--- src/rtl/div_pkg.sv ---
// Shared types and helpers for the sequential restoring divider.
package div_pkg;

   typedef enum logic [1:0] {
      IDLE,
      BUSY,
      DONE
   } state_t;

   function automatic int cnt_w(input int width);
      return $clog2(width);
   endfunction

endpackage

--- src/rtl/div_step.sv ---
// One restoring division iteration: shift in the next dividend bit, subtract if it fits.
module div_step #(
   parameter int WIDTH = 8
) (
   input  logic [WIDTH-1:0] rem,
   input  logic             next_bit,
   input  logic [WIDTH-1:0] divisor,
   output logic [WIDTH-1:0] rem_nxt,
   output logic             q_bit
);

   logic [WIDTH:0] t;

   // The partial remainder is always below the divisor, so the difference fits in WIDTH bits.
   always_comb begin
      t       = {rem, next_bit};
      q_bit   = (t >= {1'b0, divisor});
      rem_nxt = q_bit ? (t[WIDTH-1:0] - divisor) : t[WIDTH-1:0];
   end

endmodule

--- src/rtl/seq_div.sv ---
// Iterative restoring divider, one quotient bit per clock, with valid/ready on both sides.
module seq_div
   import div_pkg::*;
#(
   parameter int WIDTH  = 8,
   parameter bit SIGNED = 1'b0
) (
   input  logic             clk,
   input  logic             rst,
   input  logic             in_valid,
   output logic             in_ready,
   input  logic [WIDTH-1:0] dividend,
   input  logic [WIDTH-1:0] divisor,
   output logic             out_valid,
   input  logic             out_ready,
   output logic [WIDTH-1:0] quotient,
   output logic [WIDTH-1:0] remainder,
   output logic             div_by_zero
);

   localparam int CW = cnt_w(WIDTH);

   state_t           state, state_nxt;
   logic [CW-1:0]    cnt;
   logic [WIDTH-1:0] rem_p0, qsh_p0, dvs_p0;
   logic             dz_p0, sign_q_p0, sign_r_p0;
   logic [WIDTH-1:0] dvd_mag, dvs_mag;
   logic             sq_in, sr_in;
   logic [WIDTH-1:0] rem_nxt, q_nxt, res_q, res_r, q_fix, r_fix;
   logic             q_bit, accept, last;

   function automatic logic [WIDTH-1:0] neg(input logic [WIDTH-1:0] x);
      return ~x + WIDTH'(1);
   endfunction

   generate
      if (SIGNED) begin : g_signed
         logic signed [WIDTH-1:0] dvd_s, dvs_s;
         assign dvd_s   = dividend;
         assign dvs_s   = divisor;
         assign dvd_mag = dvd_s[WIDTH-1] ? neg(dvd_s) : dvd_s;
         assign dvs_mag = dvs_s[WIDTH-1] ? neg(dvs_s) : dvs_s;
         assign sq_in   = dvd_s[WIDTH-1] ^ dvs_s[WIDTH-1];
         assign sr_in   = dvd_s[WIDTH-1];
         assign q_fix   = sign_q_p0 ? neg(q_nxt) : q_nxt;
         assign r_fix   = sign_r_p0 ? neg(rem_nxt) : rem_nxt;
      end else begin : g_unsigned
         assign dvd_mag = dividend;
         assign dvs_mag = divisor;
         assign sq_in   = 1'b0;
         assign sr_in   = 1'b0;
         assign q_fix   = q_nxt;
         assign r_fix   = rem_nxt;
      end
   endgenerate

   div_step #(.WIDTH(WIDTH)) u_step (
      .rem      (rem_p0),
      .next_bit (qsh_p0[WIDTH-1]),
      .divisor  (dvs_p0),
      .rem_nxt  (rem_nxt),
      .q_bit    (q_bit)
   );

   assign accept = in_valid && in_ready;
   assign q_nxt  = {qsh_p0[WIDTH-2:0], q_bit};
   // A zero divisor spends a single BUSY cycle so every result is loaded on the same edge.
   assign last   = dz_p0 || (cnt == CW'(WIDTH - 1));
   assign res_q  = dz_p0 ? '1 : q_fix;
   assign res_r  = dz_p0 ? qsh_p0 : r_fix;

   always_comb begin
      state_nxt = state;
      case (state)
         IDLE:    if (accept) state_nxt = BUSY;
         BUSY:    if (last) state_nxt = DONE;
         DONE:    if (out_ready) state_nxt = IDLE;
         default: state_nxt = IDLE;
      endcase
   end

   always_ff @(posedge clk) begin
      if (rst) begin
         state       <= IDLE;
         cnt         <= '0;
         in_ready    <= 1'b1;
         out_valid   <= 1'b0;
         quotient    <= '0;
         remainder   <= '0;
         div_by_zero <= 1'b0;
      end else begin
         state     <= state_nxt;
         in_ready  <= (state_nxt == IDLE);
         out_valid <= (state_nxt == DONE);
         if (accept) cnt <= '0;
         else if (state == BUSY) cnt <= cnt + 1'b1;
         if (state == BUSY && last) begin
            quotient    <= res_q;
            remainder   <= res_r;
            div_by_zero <= dz_p0;
         end
      end
   end

   // Operand / iteration stage: loaded on accept, shifted once per BUSY cycle.
   always_ff @(posedge clk) begin
      if (accept) begin
         rem_p0    <= '0;
         dvs_p0    <= dvs_mag;
         dz_p0     <= (divisor == '0);
         qsh_p0    <= (divisor == '0) ? dividend : dvd_mag;
         sign_q_p0 <= sq_in;
         sign_r_p0 <= sr_in;
      end else if (state == BUSY) begin
         rem_p0 <= rem_nxt;
         qsh_p0 <= q_nxt;
      end
   end

endmodule

--- config.mk ---
export PLATFORM = sky130hd
export DESIGN_NAME = seq_div
export DESIGN_NICKNAME = d
export VERILOG_FILES = /design/src/rtl/div_pkg.sv /design/src/rtl/div_step.sv /design/src/rtl/seq_div.sv
export SDC_FILE = /design/constraint.sdc
export NUM_CORES = 1
export LEC_CHECK = 0
export CORE_ASPECT_RATIO = 1.5
export CORE_MARGIN = 4
export CORE_UTILIZATION = 45
export DETAILED_ROUTE_END_ITERATION = 10
export GPL_TIMING_DRIVEN = 0
export PLACE_DENSITY = 0.69
export RECOVER_POWER = 25
export SYNTH_ARGS = -nofsm -noshare
export SYNTH_HDL_FRONTEND = slang
export SYNTH_SLANG_ARGS = --single-unit
--- constraint.sdc ---
create_clock -name clk -period 3.5 [get_ports clk]
set_input_delay 0.525 -clock clk [delete_from_list [all_inputs] [get_ports clk]]
set_output_delay 0.525 -clock clk [all_outputs]
set_load 0.03 [all_outputs]
# [Word-level counts from Yosys, hierarchy flattened]
# Cells that the tools add are included.
[classes] reduce_logical=8 n_lt_le_gt_ge=1 eq_ne=4 add_sub_neg=2 mux=9
[op_table] cell="8-bit two-way mux" n=5
[op_table] cell="9-bit by 8-bit >= comparator with 1-bit output" n=1
[op_table] cell="8-bit logical NOT" n=1
[op_table] cell="8-bit subtractor" n=1
[op_table] cell="2-bit two-way mux" n=3
[op_table] cell="2-bit case mux with 3 select lines" n=1
[op_table] cell="2-bit == test (second input constant)" n=2
[op_table] cell="2-bit logical NOT" n=2
[op_table] cell="3-bit by 1-bit adder with 3-bit output (second input constant)" n=1
[op_table] cell="3-bit == test (second input constant)" n=1
[op_table] cell="2-bit by 1-bit == test with 1-bit output (second input constant)" n=1
[op_table] cell="1-bit logical AND" n=2
[op_table] cell="2-bit nonzero test" n=1
[op_table] cell="2-bit OR reduction" n=1
[op_table] cell="1-bit logical OR" n=1
[totals] register_bits=49 in_bits=20

# [Depth between registers and ports, before layout]
[logic_depth] depth_word=5 ltp_mapped=8 ltp_nobuf=8

# [Hierarchy]
# Synthesis repeated with hierarchy kept, for this count alone.
[hier_totals] hier_cells=255 hier_area_um2=2560.0
[modules_own_cells] module="seq_div" seq_area_each_um2=1151.1 n_inst=1 cells_per_inst=189 area_each_um2=2020.7
[modules_own_cells] module="div_step" seq_area_each_um2=0.0 n_inst=1 cells_per_inst=66 area_each_um2=539.3

# [Worst setup path after synthesis]
# No wires, ideal clock.
[synth_timing] path_kind="reg-to-reg" start="reg qsh_p0[7]" end="reg remainder[6]" required_time_ps=3421 path_stages_with_launch=9 setup_ps=79 arrival_time_ps=1809 setup_slack_ps=1612 path_cell_list="edfxtp_1 -> inv_1 -> ha_1 -> fa_1 -> nand2b_1 -> a21boi_0 -> mux2i_1 -> o22ai_2 -> a211oi_2"
[synth_via] elab_chain_cells=3
[synth_rtl] element="from (decl)" line_no="seq_div.sv:25" rtl="logic [WIDTH-1:0] rem_p0, qsh_p0, dvs_p0;"
[synth_rtl] element="from (signal assigned)" line_no="seq_div.sv:111" rtl="qsh_p0 <= (divisor == '0) ? dividend : dvd_mag;"
[synth_rtl] element="from (signal assigned)" line_no="seq_div.sv:116" rtl="qsh_p0 <= q_nxt;"
[synth_rtl] element="8-bit subtractor / 9-bit by 8-bit >= comparator with 1-bit output (equally long branches)" line_no="div_step.sv:18, div_step.sv:17"
[synth_rtl] element="8-bit two-way mux *" line_no="div_step.sv:18" rtl="rem_nxt = q_bit ? (t[WIDTH-1:0] - divisor) : t[WIDTH-1:0];"
[synth_rtl] element="8-bit two-way mux *" line_no="seq_div.sv:70" rtl="assign res_r = dz_p0 ? qsh_p0 : r_fix;"
[synth_rtl] element="to (signal assigned)" line_no="seq_div.sv:99" rtl="remainder <= res_r;"
[synth_rtl] element="to (decl)" line_no="seq_div.sv:17" rtl="output logic [WIDTH-1:0] remainder,"
# Every way passes the cells marked *; elsewhere a longest branch is shown, timed or not.
# A chain may end at the register's enable or synchronous reset.

# [Worst setup path in the final report]
[layout_timing] start="in in_valid" end="reg qsh_p0[6] (data pin)"
[layout_via] elab_chain_cells=2
[layout_rtl] element="from (decl)" line_no="seq_div.sv:10" rtl="input logic in_valid,"
[layout_rtl] element="1-bit logical AND" line_no="seq_div.sv:65" rtl="assign accept = in_valid && in_ready;"
[layout_rtl] element="net accept" line_no="seq_div.sv:30" rtl="logic q_bit, accept, last;"
[layout_rtl] element="8-bit two-way mux" line_no="seq_div.sv:107" rtl="if (accept) begin"
# The timed path passes the listed nets, and every way through them passes these cells.

==> flow_metrics.env <==
export IMPL_synth_top_area_share_pct=25.21
export IMPL_drc=0
export IMPL_dieArea_sq_um=6938
export IMPL_cts_resized=0
export IMPL_synth_top_cell_by_area="dfxtp_1"
export IMPL_diodes=0
export IMPL_cts_tree="done"
export IMPL_path_clk_slew_ns=0.10
export IMPL_gp_congestion=0.8939
export IMPL_maxSlewHeadroom_pct=30.10
export IMPL_whs_ns=0.4857
export IMPL_worst_clock_skew_ns=0.007035
export IMPL_grt_pass1_wl_microns=11090
export IMPL_clock_sinks=49
export IMPL_hold_class="reg -> reg"
export IMPL_cp_slowest_cell="buf_1"
export IMPL_layout_nets=352
export IMPL_rsz0062_at_grt="false"
export IMPL_required_ns=3.52
export IMPL_syn_area_sq_um=2541
export IMPL_ir_worst_vdd_uv=312.4
export IMPL_synth_ff_type="dfxtp_1"
export IMPL_busiest_layer="met2"
export IMPL_grt_overflow=0
export IMPL_dp_hpwl_microns=4970
export IMPL_coreArea_sq_um=5492
export IMPL_ys_warn_count=0
export IMPL_synthTopCellsByArea="dfxtp_1 25%, edfxtp_1 20%, nor3_1 5.1%"
export IMPL_wl_per_cell_microns=16.68
export IMPL_numPortBuffers=38
export IMPL_numCtsBuffers=5
export IMPL_ys_async_sr_fraction_pct=0
export IMPL_max_freq_mhz=412.8
export IMPL_grt_pass1_vias=2297
export IMPL_insertion_delay_ns=0.31
export IMPL_leakagePower_uw=0.001189
export IMPL_drv_slew=0
export IMPL_viasPerCell=5.737
export IMPL_die_x_microns=69.36
export IMPL_rows=33
export IMPL_io_pins=39
export IMPL_detail_route_iter0_violations=127
export IMPL_die_h_microns=100.0
export IMPL_ant_nets=0
export IMPL_power_density_nw_per_um2=511.9
export IMPL_synth_edf_count=17
export IMPL_clockRootBuffer="clkbuf_8"
export IMPL_layout_drive_gt1_share_pct=7.453
export IMPL_cts_hold_buf=0
export IMPL_netlist_instances=276
export IMPL_critPathMaxFanout=18
export IMPL_syn_area_per_cell_sq_um=9.207
export IMPL_fin_tns_setup_ns=0
export IMPL_use_met2_pct=37.43
export IMPL_worstMarginPinSlew_ns=1.038
export IMPL_wirelength_microns=6540
export IMPL_crit_arrival_ns=2.45
export IMPL_use_met1_pct=21.06
export IMPL_cp_num_buf_inv=3
export IMPL_placed_cells=384
export IMPL_post_cts_buffers=0
export IMPL_r2r_slack_ns=1.12
export IMPL_post_route_period_util_pct=69.21
export IMPL_via_count=2249
export IMPL_synth_nets=307
export IMPL_clock_path_buffers=2
export IMPL_crit_type="in -> reg"
export IMPL_syn_to_final_growth_pct=21.86
export IMPL_synth_seq_area_share_pct=45.30
export IMPL_met3_usage_pct=3.808
export IMPL_cp_start_kind="input pin"
export IMPL_ctsHtreeMaxLevel=2
export IMPL_finalCriticalPeriod_ns=2.422
export IMPL_grt_max_degree=19
export IMPL_slowest_delay_ns=0.74
export IMPL_start_util_pct=46.27
export IMPL_ys_ff_latch=49
export IMPL_setup_viol=0
export IMPL_status="completed"
export IMPL_critical_path_top_delay_family="buffers and inverters"
export IMPL_drtPass1Iterations=4
export IMPL_grtUsageTotal_pct=19.88
export IMPL_final_cells=392
export IMPL_hold_violations=0
export IMPL_path_cells="dlygate4sd3_1 > nand2_1 > inv_1 > buf_1 > o21ai_0"
export IMPL_maxCapViolations=0
export IMPL_worstSetupEndpointType="flop"
export IMPL_synth_cell_type_count=54
export IMPL_antenna_found_initial=0
-- metrics by stage --
step                worst slack (ns)  util [%]  total power, uW  instance area, sq um
finish                         1.078     56.39             1585                  3097
global route                  0.8906     56.39             1680                  3097
CTS                            1.161     56.39             1584                  3097
detailed placement            0.8366     54.80             1253                  3009
global placement              0.8862     54.80             1246                  3009
floorplan                      1.612         -             1094                  2541
-- sequential cells by signal (all words and copies together) (netlist names) --
register and cells:
dz_p0 1, dvs_p0 8, out_valid 1, quotient 8
in_ready 1, rem_p0 8, cnt 3, div_by_zero 1
state 2, qsh_p0 8, remainder 8
-- placed cells by master (no fill, tap or decap), types with 2 or more instances in the layout --
cell type,n
clkinvlp_4,2
o211ai_1,2
clkbuf_8,5
a21oi_2,2
a211oi_1,7
o21ai_1,2
ha_1,10
a31oi_1,5
mux2i_1,3
inv_1,14
o32ai_1,4
buf_6,2
nor4_1,4
nor2_1,24
dfxtp_1,32
a311o_1,2
or4_1,2
edfxtp_1,17
a21oi_1,17
xor2_1,2
clkdlybuf4s50_1,22
and3_1,5
nand3_1,5
a21boi_0,3
xnor2_1,2
o21ai_0,13
nand2_1,28
dlygate4sd3_1,16
nand2b_1,3
or3_1,3
a311oi_1,2
clkbuf_1,11
nor3_1,26
-- metal layers --
metal / share of wire, % / vias to the layer above / wire (microns)
li1: - / 1101 / -
met4: 4.1 / 0 / 265
met5: 0 / - / 0
met1: 37 / 1044 / 2442
met2: 54 / 80 / 3500
met3: 5.1 / 24 / 331
-- power by group --
part | internal [uW] | total (uW) | switching, uW
clock | 141 | 342 | 200
sequential | 660 | 715 | 55.1
combinational | 210 | 528 | 318
-- Yosys cell counts, types with 2 or more instances --
cell	count
a21boi_0	3
a21oi_2	2
nor4_1	4
o211ai_1	2
xor2_1	2
a31oi_1	5
o21ai_1	3
or4_1	2
a311oi_1	2
inv_1	14
nor2_1	24
clkbuf_1	10
dfxtp_1	32
and3_1	5
o21ai_0	12
ha_1	10
xnor2_1	2
or3_1	3
a211oi_1	7
nor3_1	26
a311o_1	2
nand3_1	5
edfxtp_1	17
a21oi_1	17
nand2_1	28
o32ai_1	4
buf_6	2
nand2b_1	3
mux2i_1	3
-- worst paths after layout --
kind	startpoint	to	depth (start not counted)
setup / recovery	in_valid	qsh_p0[6]	5
hold / removal	state[1]	state[0]	1
setup reg to reg	cnt[0]	remainder[4]	6
hold reg to reg	state[1]	state[0]	1
-- layout make-up --
type / count / area, sq um
plain buffers: 15 / 76.32
clock buffers: 6 / 72.57
clock inverters: 2 / 15.01
fillers: 512 / 2395
inverters: 14 / 52.55
multi-input cells: 198 / 1261
flip-flops and latches: 49 / 1151
well taps: 70 / 87.58
repair buffers: 38 / 380.4
-- cell families (layout without fill, tap and decap cells) --
family	count (synthesis)	count (layout)	share of synthesized area, %
xor+xnor	4	4	1.379
mux	3	3	1.182
compound gates	70	70	19.40
buf+inv	29	75	5.071
fa+ha+maj	11	11	5.712
flops	49	49	45.30
simple gates	110	110	21.96
-- worst reg2reg max path, stage by stage, from the launching register on --
cell and delay [ns]:
dfxtp_1 0.34, ha_1 0.21, ha_1 0.23, o21ai_0 0.82, clkbuf_1 0.43, a21oi_1 0.14, o32ai_1 0.13
Note: power is estimated with default switching activity, not from simulation.
